[config.mk]
export PLATFORM = sky130hd
export DESIGN_NAME = step_input_conditioner
export DESIGN_NICKNAME = d
export VERILOG_FILES = /design/src/rtl/step_input_conditioner_pkg.sv /design/src/rtl/step_input_conditioner_debounce_bit.sv /design/src/rtl/step_input_conditioner.sv
export SDC_FILE = /design/constraint.sdc
export NUM_CORES = 1
export LEC_CHECK = 0
export CORE_ASPECT_RATIO = 0.5
export CORE_MARGIN = 10
export CORE_UTILIZATION = 54
export DETAILED_ROUTE_END_ITERATION = 7
export PLACE_DENSITY = 0.78
export SETUP_SLACK_MARGIN = 0.4
export SLEW_MARGIN = 20
export SYNTH_ARGS = -nofsm -noshare
export SYNTH_HDL_FRONTEND = slang
export SYNTH_SLANG_ARGS = --single-unit
[constraint.sdc]
create_clock -name clk -period 2.7 [get_ports clk]
set_input_delay 0.54 -clock clk [delete_from_list [all_inputs] [get_ports clk]]
set_output_delay 0.54 -clock clk [all_outputs]
set_load 0.05 [all_outputs]
[src/rtl/step_input_conditioner_pkg.sv]
// Shared defaults and helpers for the step input conditioner.
// Counter widths are derived here so every instance sizes them the same way.
package step_cond_pkg;

    localparam int DEF_SW_W            = 2;
    localparam int DEF_DEBOUNCE_CYCLES = 16;
    localparam int DEF_STEP_PERIOD     = 1000;
    localparam int DEF_CNT_W           = 16;

    typedef enum logic [1:0] {
        STEP_NONE   = 2'd0,
        STEP_MANUAL = 2'd1,
        STEP_AUTO   = 2'd2
    } step_src_e;

    // Width of a counter that must hold values 0..n-1; never narrower than one bit.
    function automatic int cnt_width(input int n);
        if (n <= 2) begin
            cnt_width = 1;
        end else begin
            cnt_width = $clog2(n);
        end
    endfunction

endpackage

[src/rtl/step_input_conditioner_debounce_bit.sv]
// One-bit two-flop synchroniser followed by a persistence-count debouncer.
// The debounced level moves only after DEBOUNCE_CYCLES consecutive differing samples.
module debounce_bit
    import step_cond_pkg::*;
#(
    parameter int DEBOUNCE_CYCLES = DEF_DEBOUNCE_CYCLES
) (
    input  logic clk,
    input  logic reset,
    input  logic raw,
    output logic level
);

    localparam int              DB_W     = cnt_width(DEBOUNCE_CYCLES);
    localparam logic [DB_W-1:0] CNT_LAST = DB_W'(DEBOUNCE_CYCLES - 1);
    localparam logic [DB_W-1:0] CNT_ZERO = {DB_W{1'b0}};
    localparam logic [DB_W-1:0] CNT_ONE  = DB_W'(1);

    logic            sync1_r;
    logic            sync2_r;
    logic            level_r;
    logic [DB_W-1:0] cnt_r;
    logic            level_next_s;
    logic [DB_W-1:0] cnt_next_s;

    // Persistence counter: any agreeing sample restarts the count.
    always_comb begin
        level_next_s = level_r;
        cnt_next_s   = cnt_r;
        if (sync2_r == level_r) begin
            cnt_next_s = CNT_ZERO;
        end else if (cnt_r == CNT_LAST) begin
            level_next_s = sync2_r;
            cnt_next_s   = CNT_ZERO;
        end else begin
            cnt_next_s = cnt_r + CNT_ONE;
        end
    end

    // Synchroniser, counter and debounced level registers.
    always_ff @(posedge clk or negedge reset) begin
        if (!reset) begin
            sync1_r <= 1'b0;
            sync2_r <= 1'b0;
            level_r <= 1'b0;
            cnt_r   <= CNT_ZERO;
        end else begin
            sync1_r <= raw;
            sync2_r <= sync1_r;
            level_r <= level_next_s;
            cnt_r   <= cnt_next_s;
        end
    end

    assign level = level_r;

endmodule

[src/rtl/step_input_conditioner.sv]
// Board-input front end: debounced switch word plus a one-cycle step strobe,
// sourced either from the step button (manual) or a fixed-period timer (auto-run).
module step_input_conditioner
    import step_cond_pkg::*;
#(
    parameter int SW_W            = DEF_SW_W,
    parameter int DEBOUNCE_CYCLES = DEF_DEBOUNCE_CYCLES,
    parameter int STEP_PERIOD     = DEF_STEP_PERIOD,
    parameter int CNT_W           = DEF_CNT_W
) (
    input  logic             clk,
    input  logic             reset,
    input  logic [SW_W-1:0]  sw_raw,
    input  logic             btn_raw,
    input  logic             run_en,
    output logic [SW_W-1:0]  sw_out,
    output logic             step_pulse,
    output logic [CNT_W-1:0] step_count
);

    localparam int               PER_W    = cnt_width(STEP_PERIOD);
    localparam logic [PER_W-1:0] PER_LAST = PER_W'(STEP_PERIOD - 1);
    localparam logic [PER_W-1:0] PER_ZERO = {PER_W{1'b0}};
    localparam logic [PER_W-1:0] PER_ONE  = PER_W'(1);
    localparam logic [CNT_W-1:0] CNT_ONE  = CNT_W'(1);

    logic [SW_W-1:0]  sw_level_s;
    logic             btn_level_s;
    logic             btn_prev_r;
    logic [PER_W-1:0] period_r;
    logic [SW_W-1:0]  sw_out_r;
    logic             step_pulse_r;
    logic [CNT_W-1:0] step_count_r;

    step_src_e        step_src_s;
    logic             step_next_s;
    logic [PER_W-1:0] period_next_s;
    logic [SW_W-1:0]  sw_next_s;
    logic [CNT_W-1:0] count_next_s;

    for (genvar i = 0; i < SW_W; i++) begin : g_sw
        debounce_bit #(.DEBOUNCE_CYCLES(DEBOUNCE_CYCLES)) u_sw (
            .clk   (clk),
            .reset (reset),
            .raw   (sw_raw[i]),
            .level (sw_level_s[i])
        );
    end

    debounce_bit #(.DEBOUNCE_CYCLES(DEBOUNCE_CYCLES)) u_btn (
        .clk   (clk),
        .reset (reset),
        .raw   (btn_raw),
        .level (btn_level_s)
    );

    // Strobe source selection, period timer and switch-word deferral.
    always_comb begin
        step_src_s = STEP_NONE;
        if (step_pulse_r) begin
            // A strobe is never followed directly by another one.
            step_src_s = STEP_NONE;
        end else if (run_en) begin
            if (period_r == PER_LAST) begin
                step_src_s = STEP_AUTO;
            end else begin
                step_src_s = STEP_NONE;
            end
        end else if (btn_level_s && !btn_prev_r) begin
            step_src_s = STEP_MANUAL;
        end else begin
            step_src_s = STEP_NONE;
        end

        step_next_s = (step_src_s != STEP_NONE);

        period_next_s = PER_ZERO;
        if (!run_en) begin
            period_next_s = PER_ZERO;
        end else if (period_r == PER_LAST) begin
            period_next_s = PER_ZERO;
        end else begin
            period_next_s = period_r + PER_ONE;
        end

        // Hold the word on the edge that raises the strobe so downstream sees it stable.
        sw_next_s = sw_level_s;
        if (step_next_s) begin
            sw_next_s = sw_out_r;
        end else begin
            sw_next_s = sw_level_s;
        end

        count_next_s = step_count_r;
        if (step_pulse_r) begin
            count_next_s = step_count_r + CNT_ONE;
        end else begin
            count_next_s = step_count_r;
        end
    end

    // Output and state registers.
    always_ff @(posedge clk or negedge reset) begin
        if (!reset) begin
            btn_prev_r   <= 1'b0;
            period_r     <= PER_ZERO;
            sw_out_r     <= {SW_W{1'b0}};
            step_pulse_r <= 1'b0;
            step_count_r <= {CNT_W{1'b0}};
        end else begin
            btn_prev_r   <= btn_level_s;
            period_r     <= period_next_s;
            sw_out_r     <= sw_next_s;
            step_pulse_r <= step_next_s;
            step_count_r <= count_next_s;
        end
    end

    assign sw_out     = sw_out_r;
    assign step_pulse = step_pulse_r;
    assign step_count = step_count_r;

endmodule

## Word level (Yosys, flattened, before mapping)

Index checks and enable logic that the tools add are counted.

| operators by class | value |
|---|---|
| add/subtract/negate cells | 5 |
| reductions and logical operators | 6 |
| equality and inequality tests | 7 |
| bitwise operators | 3 |
| mux-type cells | 12 |

Operators by type and width:

| operator | number |
|---|---|
| $mux W4 | 6 |
| $mux W10 | 2 |
| $add A16 B1 Y16 const B | 1 |
| $add A4 B1 Y4 const B | 3 |
| $eq A4 B4 Y1 const B | 3 |
| $add A10 B1 Y10 const B | 1 |
| $eq A10 B10 Y1 const B | 1 |
| $mux W2 | 3 |
| $reduce_and A2 Y1 | 3 |
| $eq A1 B1 Y1 | 3 |
| $not A1 Y1 | 3 |
| $reduce_bool A2 Y1 | 1 |
| $logic_and A1 B1 Y1 | 1 |
| $logic_not A1 Y1 | 1 |
| $mux W1 | 1 |

| word-level totals | value |
|---|---|
| word-level logic and storage cells | 50 |
| output and inout port bits | 19 |
| bits of input ports | 6 |
| register bits after elaboration | 51 |

## Logic depth before layout (Yosys ltp)

Gate-level depths: netlist of the first run.

| depth | value |
|---|---|
| depth in word-level cells | 6 |
| gate-level depth with buffers | 6 |

## Hierarchy

A second synthesis of the first run with hierarchy kept.

| second synthesis, totals | value |
|---|---|
| cell total of the unflattened synthesis | 178 |
| area, all modules | 2177.1 um2 |

By module, submodules not included:

| module | times used | area each (um2) | cells an instance | seq. area each (um2) |
|---|---|---|---|---|
| step_input_conditioner | 1 | 1336.3 | 118 | 750.7 |
| debounce_bit | 3 | 280.3 | 20 | 175.2 |

## Worst setup path after synthesis of the first run

OpenSTA, ideal clock, no wires.

| path | value |
|---|---|
| path kind | reg-to-reg |
| start | register step_pulse_r, in the netlist step_pulse |
| end | register sw_out_r[0], in the netlist sw_out[0] |
| slack | 814 ps |
| cell stages (with the launch flop) | 5 |
| data arrival time | 1762 ps |
| cells stage by stage | dfrtp_1 buf_4 or4b_1 o41ai_4 mux2_2 |

| on the way | value |
|---|---|
| cells in the longest elaborated chain, start to end | 2 |

RTL lines:

| item | RTL line | RTL |
|---|---|---|
| start: declaration | step_input_conditioner.sv:32 | `logic step_pulse_r;` |
| start signal: assignment | step_input_conditioner.sv:114 | `step_pulse_r <= step_next_s;` |
| $mux W2 | step_input_conditioner.sv:60 | `if (step_pulse_r) begin` |
| $reduce_bool A2 Y1 | step_input_conditioner.sv:75 | `step_next_s = (step_src_s != STEP_NONE);` |
| named net step_next_s | step_input_conditioner.sv:36 | `logic step_next_s;` |
| end signal: assignment | step_input_conditioner.sv:107 | `sw_out_r <= {SW_W{1'b0}};` |
| end signal: assignment | step_input_conditioner.sv:113 | `sw_out_r <= sw_next_s;` |
| end: declaration | step_input_conditioner.sv:31 | `logic [SW_W-1:0] sw_out_r;` |

The timed path passes the listed nets, and every way through them passes these cells.
A chain may end at the register's enable or synchronous reset.

## Worst setup path in the final report of the first run

| path | value |
|---|---|
| start | register step_count_r[2], in the netlist step_count[2] |
| end | output port step_count[2] |

RTL lines:

| item | RTL line | RTL |
|---|---|---|
| start: declaration | step_input_conditioner.sv:33 | `logic [CNT_W-1:0] step_count_r;` |
| start signal: assignment | step_input_conditioner.sv:109 | `step_count_r <= {CNT_W{1'b0}};` |
| start signal: assignment | step_input_conditioner.sv:115 | `step_count_r <= count_next_s;` |
| end: declaration | step_input_conditioner.sv:18 | `output logic [CNT_W-1:0] step_count` |

No word-level cell between the ends.

==> results of run 1 <==
[routing by layer]
metal / routed length [um] / vias up / share of wire [%]
met1: 1740 / 655 / 48
li1: - / 665 / -
met2: 1750 / 15 / 48
met5: 0 / - / 0
met4: 80 / 0 / 2.2
met3: 78 / 9 / 2.1
[final timing paths]
kind,from,to,depth (start not counted)
worst max-delay path,step_count[2],step_count[2],1
worst min-delay path,reset,step_count[10],2
worst max register to register,period_r[0],sw_out[0],4
worst min register to register,u_btn.sync1_r,u_btn.sync2_r,0
max in group asynchronous,reset,g_sw[1].u_sw.cnt_r[3],2
min in group clk,u_btn.sync1_r,u_btn.sync2_r,0
[power groups by stage]
stage / sequential, mW / clock (mW) / combinational, mW
6_report: 0.808 / 0.470 / 0.0693
5_1_grt: 0.811 / 0.521 / 0.0801
4_1_cts: 0.808 / 0.483 / 0.0709
3_5_place_dp: 0.823 / 0 / 0.0703
3_3_place_gp: 0.820 / 0 / 0.0683
2_1_floorplan: 0.821 / 0 / 0.0364
[cells in the final DEF (no fill, tap or decap), types with 2 or more instances in the layout]
master,n
nand4b_1,3
clkbuf_8,7
o21ai_0,3
nor2b_1,3
dfrtp_1,51
ha_1,5
nand4_1,6
nor2_1,16
xor2_1,10
clkdlybuf4s50_1,22
inv_1,8
nand3_1,14
a21oi_1,8
or3_1,2
mux2_2,6
nor3b_1,3
nand2_1,7
nor3_1,4
xnor2_1,16
[flip-flops by register name (all words and copies together), names as in the netlist]
signal	count
u_btn.sync2_r	1
u_btn.sync1_r	1
g_sw.u_sw.level	2
step_pulse	1
u_btn.level	1
g_sw.u_sw.cnt_r	8
step_count	16
period_r	10
u_btn.cnt_r	4
btn_prev_r	1
g_sw.u_sw.sync2_r	2
sw_out	2
g_sw.u_sw.sync1_r	2
[final cells by class]
class,instances,area [um2],area share [%]
sequential,51,1280,50.2
multi-input combinational,116,826,32.5
timing repair buffer,25,241,9.50
clock buffer,8,100,3.94
tap,54,67.6,2.66
inverter,8,30.0,1.18
[cells by family after synthesis]
family / count (synthesis)
AND/OR/NAND/NOR: 63
flip-flops: 51
XOR/XNOR: 26
AO/OA/AOI/OAI: 16
buffers and inverters: 10
multiplexers: 6
adder cells (fa/ha/maj): 5
==> reports/qor.txt, run 1 <==
Synth Area in XOR/XNOR - 10.6%
CTS tree - built
fin crit period - 2.16 ns
Setup Skew - 0.00596 ns
unrepaired setup endpoints after global routing - no
core area - 3860 um2
first drt pass iteration count - 4
count leader, synth - dfrtp_1
M2 GR Usage - 17.6%
ANT nets after route - 0
grt met1 use - 13.8%
Vias/cell - 5.13
Num CTS Buffers - 5
max_cap viols - 0
Die Span Y - 64.6 um
antenna cells - 0
Switch Pwr - 0.298 mW
DR iter-0 viols - 53
clock power share - 34.9%
Post-synth EDFFs - 0
Synth area leader - dfrtp_1
synthesized instance count - 177
crit path cell chain - clkdlybuf4s50_1
num ports - 25
maximum VDD drop - 304 uV
Clock Path Buffers - 2
hold crit path type - primary input to asynchronous set/reset pin
P_int - 1.05 mW
Power Density - 530 nW/um2
CTS H-tree depth - 2
status - completed
initial antenna violation count - 0
Async SR Flop Fraction - 100%
Die ar. - 7040 um2
GRT Resource Usage Total - 11.3%
pin count of the biggest net entering global routing - 52
endpoints failing setup - 0
CP required - 2.16 ns
# hold bufs at CTS - 0
post-DR wirelength/cell - 13.9 um
non-filler cells, final - 262
yosys warns - 0
Final Core Density - 65.8%
Final Hold Viols - 0
Post CTS Setup Buffer Count - 0
post-route setup slack - 0.540 ns
mux share of post-synthesis cell area - 3.15%
Yosys reg bits - 51
combinational fraction of design power - 5.1%
crit path max-delay cell type - clkdlybuf4s50_1
GR peak layer - met2
Area after DPL - 2440 um2
Leak - 1.12 nW
post-cts sizing count - 1
Sequential Power Share - 60.0%
area delta synth->final - 18.6%
fmax - 0.463 GHz
WHS - 0.337 ns
Crit path buffers/inverters - 1
area share of the largest cell type after synthesis - 59.5%
number of port buffers - 24
layout cells sized above 1 - 10.1%
Tcrit/Tclk final - 80.0%
Worst Setup End Kind - output port
r2r setup slk - 0.95 ns
Simple-Gate Fraction of Synth Area - 16.6%
global-route wire length before repair - 6350 um
Die Wd - 109 um
Initial Util - 55.5%
Commonest cells post-synth - dfrtp_1 (51), nor2_1 (16), xnor2_1 (16)
main combinational cell family by area after synthesis - simple AND/OR/NAND/NOR gates
largest cells by area after synthesis - dfrtp_1 (60%), xnor2_1 (6.5%), xor2_1 (4.1%)
Crit Path Category - flop to output port
Mean Syn Cell Area - 12.1 um2
filler cell count - 282
CTS root buffer - clkbuf_8
Max Fanout on Critical Path - 5
CP delay by family, top - buffers and inverters
met3 Usage GRT - 3.65%
Worst Path Arrival - 1.62 ns
Design Power - 1.35 mW
CTS clk-pin slew, worst paths - 0.09 ns
GPL Wtd Cong - 0.829
Synth Area in Compound Gates - 5.25%
Worst-Margin Slew - 0.625 ns
critical path's largest stage delay - 0.86 ns
ys flop type - dfrtp_1
Max Slew Vio Count - 0
Slew HR - 58.3%
nets - 218
synthesized cell area - 2140 um2
design area - 2540 um2
pre-CTS WS - 0.477 ns
Clock Sinks - 51
final WL - 3650 um
switching share of power - 22.1%
TNS Setup - 0 ns
DR DRC count - 0
HPWL Detailed - 2580 um
vias in the first global route - 1363
total gr overflow - 0
Placed Cells - 254
syn_nets - 188
Skew-Pair Late Insertion Delay - 0.30 ns
post-synthesis adder-cell area fraction - 2.92%
Rows - 16
post-synth cell types - 29
routed via count - 1344
crit path launch type - flop
Seq/Total Area, Yosys - 59.5%
(Power assumes the default switching activity.)
==> run 2, diff against run 1 <==
==> constraint.sdc (replaced) <==
create_clock -name clk -period 2 [get_ports clk]
set_input_delay 0.4 -clock clk [delete_from_list [all_inputs] [get_ports clk]]
set_output_delay 0.4 -clock clk [all_outputs]
set_load 0.05 [all_outputs]
==> run 2 against run 1 <==
- combinational power rose by 50%
- register-to-register slack got worse by 0.54 ns
- count of clock-buffer cells in the layout shrank 2
- final cell count is 2.7% higher
- flip-flop and latch count unchanged
- largest power group unchanged
- highest routed layer unchanged
==> reports/qor.txt, run 2 (synthesis gave the netlist of run 1 again) <==
Placed Cells - 257 (was 254)
nets - 225 (was 218)
DR DRC count - 0 (unchanged)
fin crit period - 1.59 ns
DR iter-0 viols - 41 (was 53)
total gr overflow - 0 (unchanged)
final WL - 3770 um (was 3650 um)
endpoints failing setup - 0 (unchanged)
crit path launch type - flop (unchanged)
routed via count - 1388 (was 1344)
Num CTS Buffers - 5 (unchanged)
antenna cells - 0 (unchanged)
Leak - 1.15 nW (was 1.12 nW)
area delta synth->final - 21.5% (was 18.6%)
CTS tree - built (unchanged)
post-DR wirelength/cell - 14.0 um (was 13.9 um)
ANT nets after route - 0 (unchanged)
number of port buffers - 24 (unchanged)
Clock Sinks - 51 (unchanged)
Die Span Y - 64.6 um (unchanged)
vias in the first global route - 1465 (was 1363)
unrepaired setup endpoints after global routing - yes (was no)
maximum VDD drop - 335 uV (was 304 uV)
most common cell after layout, fill and taps aside - dfrtp_1 (unchanged)
pin count of the biggest net entering global routing - 24 (was 52)
layout cells sized above 1 - 27.9% (was 10.1%)
Rows - 16 (unchanged)
Skew-Pair Late Insertion Delay - 0.31 ns (was 0.30 ns)
# hold bufs at CTS - 0 (unchanged)
Worst Path Arrival - 1.79 ns (was 1.62 ns)
GRT Resource Usage Total - 11.8% (was 11.3%)
Setup Skew - 0.00649 ns (was 0.00596 ns)
TNS Setup - 0 ns (unchanged)
Tcrit/Tclk final - 79.6%
initial antenna violation count - 0 (unchanged)
Max Slew Vio Count - 0 (unchanged)
Die Wd - 109 um (unchanged)
first drt pass iteration count - 3 (was 4)
Max Fanout on Critical Path - 5 (unchanged)
Vias/cell - 5.16 (was 5.13)
CTS H-tree depth - 2 (unchanged)
num ports - 25 (unchanged)
HPWL Detailed - 2820 um (was 2580 um)
Die ar. - 7040 um2 (unchanged)
Clock Path Buffers - 2 (unchanged)
hold crit path type - primary input to asynchronous set/reset pin (unchanged)
reg2reg start - period_r[3] (was period_r[0])
Worst Setup End Kind - flop (was output port)
fmax - 0.629 GHz
status - completed (unchanged)
CTS clk-pin slew, worst paths - 0.09 ns (about the same)
Final Hold Viols - 0 (unchanged)
r2r setup slk - 0.41 ns (was 0.95 ns)
Worst-Margin Slew - 0.515 ns (was 0.625 ns)
Slew HR - 65.7% (was 58.3%)
core area - 3860 um2 (unchanged)
Power Density - 680 nW/um2 (was 530 nW/um2)
max_cap viols - 0 (unchanged)
reg2reg path depth - 4 (unchanged)
GPL Wtd Cong - 0.735 (was 0.829)
Initial Util - 55.5% (unchanged)
CP required - 2.20 ns (was 2.16 ns)
end of the worst register-to-register path - sw_out[1] (was sw_out[0])
WHS - 0.0522 ns (was 0.337 ns)
non-filler cells, final - 269 (was 262)
number of flip-flops in the largest register - 16 (unchanged)
Crit Path Category - flop to flop (was flop to output port)
most frequent cells in the layout - dfrtp_1 (43), xnor2_1 (16), nor2_1 (16), nand3_1 (14), buf_4 (13) (was dfrtp_1 (51), clkdlybuf4s50_1 (22), xnor2_1 (16), nor2_1 (16), nand3_1 (14))
global-route wire length before repair - 6640 um (was 6350 um)
CTS root buffer - clkbuf_8 (unchanged)
-- run 2: changes by cell type in the layout (fill, tap and decap cells not counted), sizes merged --
cell | previous run | this run
clkdlybuf4s50 | 22 | 3
clkinv | 0 | 1
clkinvlp | 0 | 1
buf | 2 | 14
clkdlybuf4s15 | 0 | 11
clkbuf | 8 | 9
-- run 2: power breakdown --
group / leakage, nW / switching [mW] / internal [mW] / total, mW
clock: 0.0412 / 0.332 / 0.245 / 0.577
combinational: 0.434 / 0.0583 / 0.0460 / 0.104
sequential: 0.672 / 0.0289 / 1.06 / 1.09
-- run 2: how the worst max path moves through the flow --
stage,from,end,cells past startpoint
finish,period_r[3],sw_out[1],4
global route,period_r[3],sw_out[1],4
detailed placement,run_en,sw_out[0],4
CTS,sw_out[0],sw_out[0],1
floorplan,step_pulse,sw_out[0],4
global placement,run_en,sw_out[1],4
-- run 2: critical path, cell delays in order, from the launching register on --
cell	delay, ns
dfrtp_1	0.43
nor3b_2	0.19
nand3_2	0.17
o41ai_4	0.36
mux2_4	0.34
-- run 2: through the flow --
step,area [um2],total power [mW],util [%],setup slack [ns]
after floorplan,2180,1.16,-,0.298
after global placement,2490,1.21,64.4,0.0651
after detailed placement,2490,1.21,64.4,0.0352
after CTS,2600,1.79,67.2,0.404
after global routing,2600,1.86,67.4,0.332
final,2600,1.77,67.4,0.409
-- run 2: timing repair --
action                                  4_1_cts  5_1_grt
pin swaps                                     1        0
gates resized for setup                      41        3
endpoints found under the setup margin       16        5
buffers inserted                              1        3
-- run 2: cell type report --
type | instances | area (um2)
Clock buffer | 6 | 72.6
Clock inverter | 2 | 12.5
Fill cell | 280 | 1260
Inverter | 8 | 30.0
Multi-Input combinational cell | 116 | 855
Sequential cell | 51 | 1290
Tap cell | 54 | 67.6
Timing Repair Buffer | 32 | 280
-- run 2: layer usage --
| metal | routed length (um) | global-route usage [%] | share of wire [%] | vias up |
|---|---|---|---|---|
| met2 | 1790 | 18.9 | 47 | 23 |
| met4 | 102 | 6.70 | 2.7 | 0 |
| li1 | - | - | - | 683 |
| met5 | 0 | 0 | 0 | - |
| met3 | 206 | 3.94 | 5.5 | 11 |
| met1 | 1680 | 13.7 | 44 | 671 |
==> run 3, diff against run 2 <==
--- a/config.mk
+++ b/config.mk
@@ -7,9 +7,9 @@
 export LEC_CHECK = 0
 export CORE_ASPECT_RATIO = 0.5
 export CORE_MARGIN = 10
-export CORE_UTILIZATION = 54
+export CORE_UTILIZATION = 49
 export DETAILED_ROUTE_END_ITERATION = 7
-export PLACE_DENSITY = 0.78
+export PLACE_DENSITY = 0.75
 export SETUP_SLACK_MARGIN = 0.4
 export SLEW_MARGIN = 20
 export SYNTH_ARGS = -nofsm -noshare
==> constraint.sdc (replaced) <==
create_clock -name clk -period 1.4 [get_ports clk]
set_input_delay 0.28 -clock clk [delete_from_list [all_inputs] [get_ports clk]]
set_output_delay 0.28 -clock clk [all_outputs]
set_load 0.05 [all_outputs]
==> run 3 against run 2 <==
- the run now ends with hold timing, setup timing left
- register-to-register slack got worse by 0.58 ns
- flip-flop and latch count did not move
- utilization rose by 26 points
- final area rose by 46%
- final cell count rose by 25%
- sequential power rose by 45%
- critical path type unchanged
- critical endpoint is now sw_out[0]
- highest routed layer unchanged
==> reports/qor.txt, run 3 (synthesis gave the netlist of run 1 again) <==
status - complete, but fails checks (was completed)
failing checks - hold timing, setup timing
Initial Util - 52.7% (was 55.5%)
Final Core Density - 93.3% (was 67.4%)
global-route wire length before repair - 9600 um (was 6640 um)
most frequent cells in the layout - buf_4 (49), dfrtp_1 (35), buf_6 (25), buf_12 (20), dfrtp_2 (16) (was dfrtp_1 (43), xnor2_1 (16), nor2_1 (16), nand3_1 (14), buf_4 (13))
CTS tree - built (unchanged)
Die Span Y - 66.8 um (was 64.6 um)
design area - 3790 um2 (was 2600 um2)
endpoints failing setup - 18 (was 0)
DR iter-0 viols - 110 (was 41)
layout cells sized above 1 - 60.6% (was 27.9%)
number of flip-flops in the largest register - 16 (unchanged)
first drt pass iteration count - 4 (was 3)
Power Density - 742 nW/um2 (was 680 nW/um2)
maximum VDD drop - 600 uV (was 335 uV)
crit path from - period_r[3] (unchanged)
vias in the first global route - 1916 (was 1465)
num ports - 25 (unchanged)
ANT nets after route - 0 (unchanged)
crit path launch type - flop (unchanged)
HPWL Detailed - 3170 um (was 2820 um)
Placed Cells - 283 (was 257)
Worst-Margin Slew - 0.484 ns (was 0.515 ns)
Max Fanout on Critical Path - 3 (was 5)
max_cap viols - 0 (unchanged)
Die Wd - 114 um (was 109 um)
initial antenna violation count - 0 (unchanged)
routed via count - 1885 (was 1388)
most common cell after layout, fill and taps aside - buf_4 (was dfrtp_1)
Leak - 1.71 nW (was 1.15 nW)
total gr overflow - 0 (unchanged)
Tcrit/Tclk final - 112% (was 79.6%)
Setup Skew - 0.0143 ns (was 0.00649 ns)
Crit Path Category - flop to flop (unchanged)
area delta synth->final - 76.9% (was 21.5%)
hold crit path type - primary input to asynchronous set/reset pin (unchanged)
Die ar. - 7580 um2 (was 7040 um2)
CTS H-tree depth - 2 (unchanged)
number of port buffers - 24 (unchanged)
Num CTS Buffers - 5 (unchanged)
filler cell count - 113 (was 280)
Final Hold Viols - 16 (was 0)
unrepaired setup endpoints after global routing - yes (unchanged)
critical path's largest stage delay - 0.41 ns (was 0.43 ns)
antenna cells - 0 (unchanged)
Clock Path Buffers - 2 (unchanged)
fin crit period - 1.57 ns (was 1.59 ns)
post-route setup slack - -0.171 ns (was 0.409 ns)
final WL - 7520 um (was 3770 um)
GRT Resource Usage Total - 15.9% (was 11.8%)
non-filler cells, final - 336 (was 269)
post-DR wirelength/cell - 22.4 um (was 14.0 um)
Area after DPL - 3010 um2 (was 2490 um2)
WHS - -0.0932 ns (was 0.0522 ns)
fmax - 0.636 GHz (was 0.629 GHz)
Skew-Pair Late Insertion Delay - 0.32 ns (was 0.31 ns)
CP required - 1.60 ns (was 2.20 ns)
Clock Sinks - 51 (unchanged)
CTS clk-pin slew, worst paths - 0.10 ns (was 0.09 ns)
Vias/cell - 5.61 (was 5.16)
pre-CTS WS - -0.479 ns (was 0.0352 ns)
crit path cell chain - nor3b_2, nand3_4, o41ai_4, mux2_4 (was nor3b_2, nand3_2, o41ai_4, mux2_4)
Rows - 16 (unchanged)
Worst Setup End Kind - flop (unchanged)
crit path max-delay cell type - dfrtp_1 (unchanged)
DR DRC count - 0 (unchanged)
Max Slew Vio Count - 0 (unchanged)
nets - 292 (was 225)
TNS Setup - -0.999 ns (was 0 ns)
Worst Path Arrival - 1.78 ns (was 1.79 ns)
Slew HR - 67.7% (was 65.7%)
reg2reg start - period_r[3] (unchanged)
GPL Wtd Cong - 0.777 (was 0.735)
pin count of the biggest net entering global routing - 22 (was 24)
core area - 4060 um2 (was 3860 um2)
CTS root buffer - clkbuf_8 (unchanged)
[run 3: cell type report]
type / count / area (um2) / area share (%)
flip-flops and latches: 51 / 1300 / 34.2
multi-input cells: 116 / 1210 / 31.8
repair buffers: 99 / 1090 / 28.8
clock buffers: 6 / 82.6 / 2.18
well taps: 54 / 67.6 / 1.78
inverters: 8 / 30.0 / 0.792
clock inverters: 2 / 16.3 / 0.429
[run 3: timing repair]
item / in CTS / in global routing
resized for setup: 45 / 27
pin swaps: 31 / 16
hold endpoints to repair: 16 / 16
endpoints found under the setup margin: 58 / 60
setup buffers: 29 / 16
[run 3: path summary, 6_finish.rpt]
path,to,slack [ns],cells past startpoint
hold / removal,g_sw[0].u_sw.cnt_r[0],-0.09,1
setup / recovery,sw_out[0],-0.17,4
min in group clk,u_btn.sync2_r,0.37,0
max in group asynchronous,u_btn.cnt_r[1],0.91,2
hold reg to reg,u_btn.sync2_r,0.37,0
setup reg to reg,sw_out[0],-0.17,4
[run 3: where the power goes]
part | total, mW | internal, mW | switching, mW
sequential | 1.58 | 1.52 | 0.0596
clock | 0.937 | 0.405 | 0.532
combinational | 0.301 | 0.151 | 0.149
total | 2.81 | 2.07 | 0.741
[run 3: layer usage]
layer	vias to the layer above	share of wire (%)	global-route usage (%)
met3	32	4.8	4.11
li1	819	-	-
met2	84	52	30.1
met5	-	0	0
met1	950	38	16.7
met4	0	4.9	6.60
[run 3: per-stage QoR]
step	hold slack, ns	total power, mW
2_1_floorplan	-0.0156	1.67
3_3_place_gp	0.241	1.77
3_5_place_dp	0.247	1.78
4_1_cts	-0.0860	2.73
5_1_grt	-0.0723	2.90
6_report	-0.0932	2.81
[run 3: critical path: cells and delay by family, from the launching register on]
kind	cells	cell delay [ns]
muxes	1	0.33
and+or+nand+nor	2	0.41
AOI/OAI and AO/OA	1	0.32
DFF	1	0.41
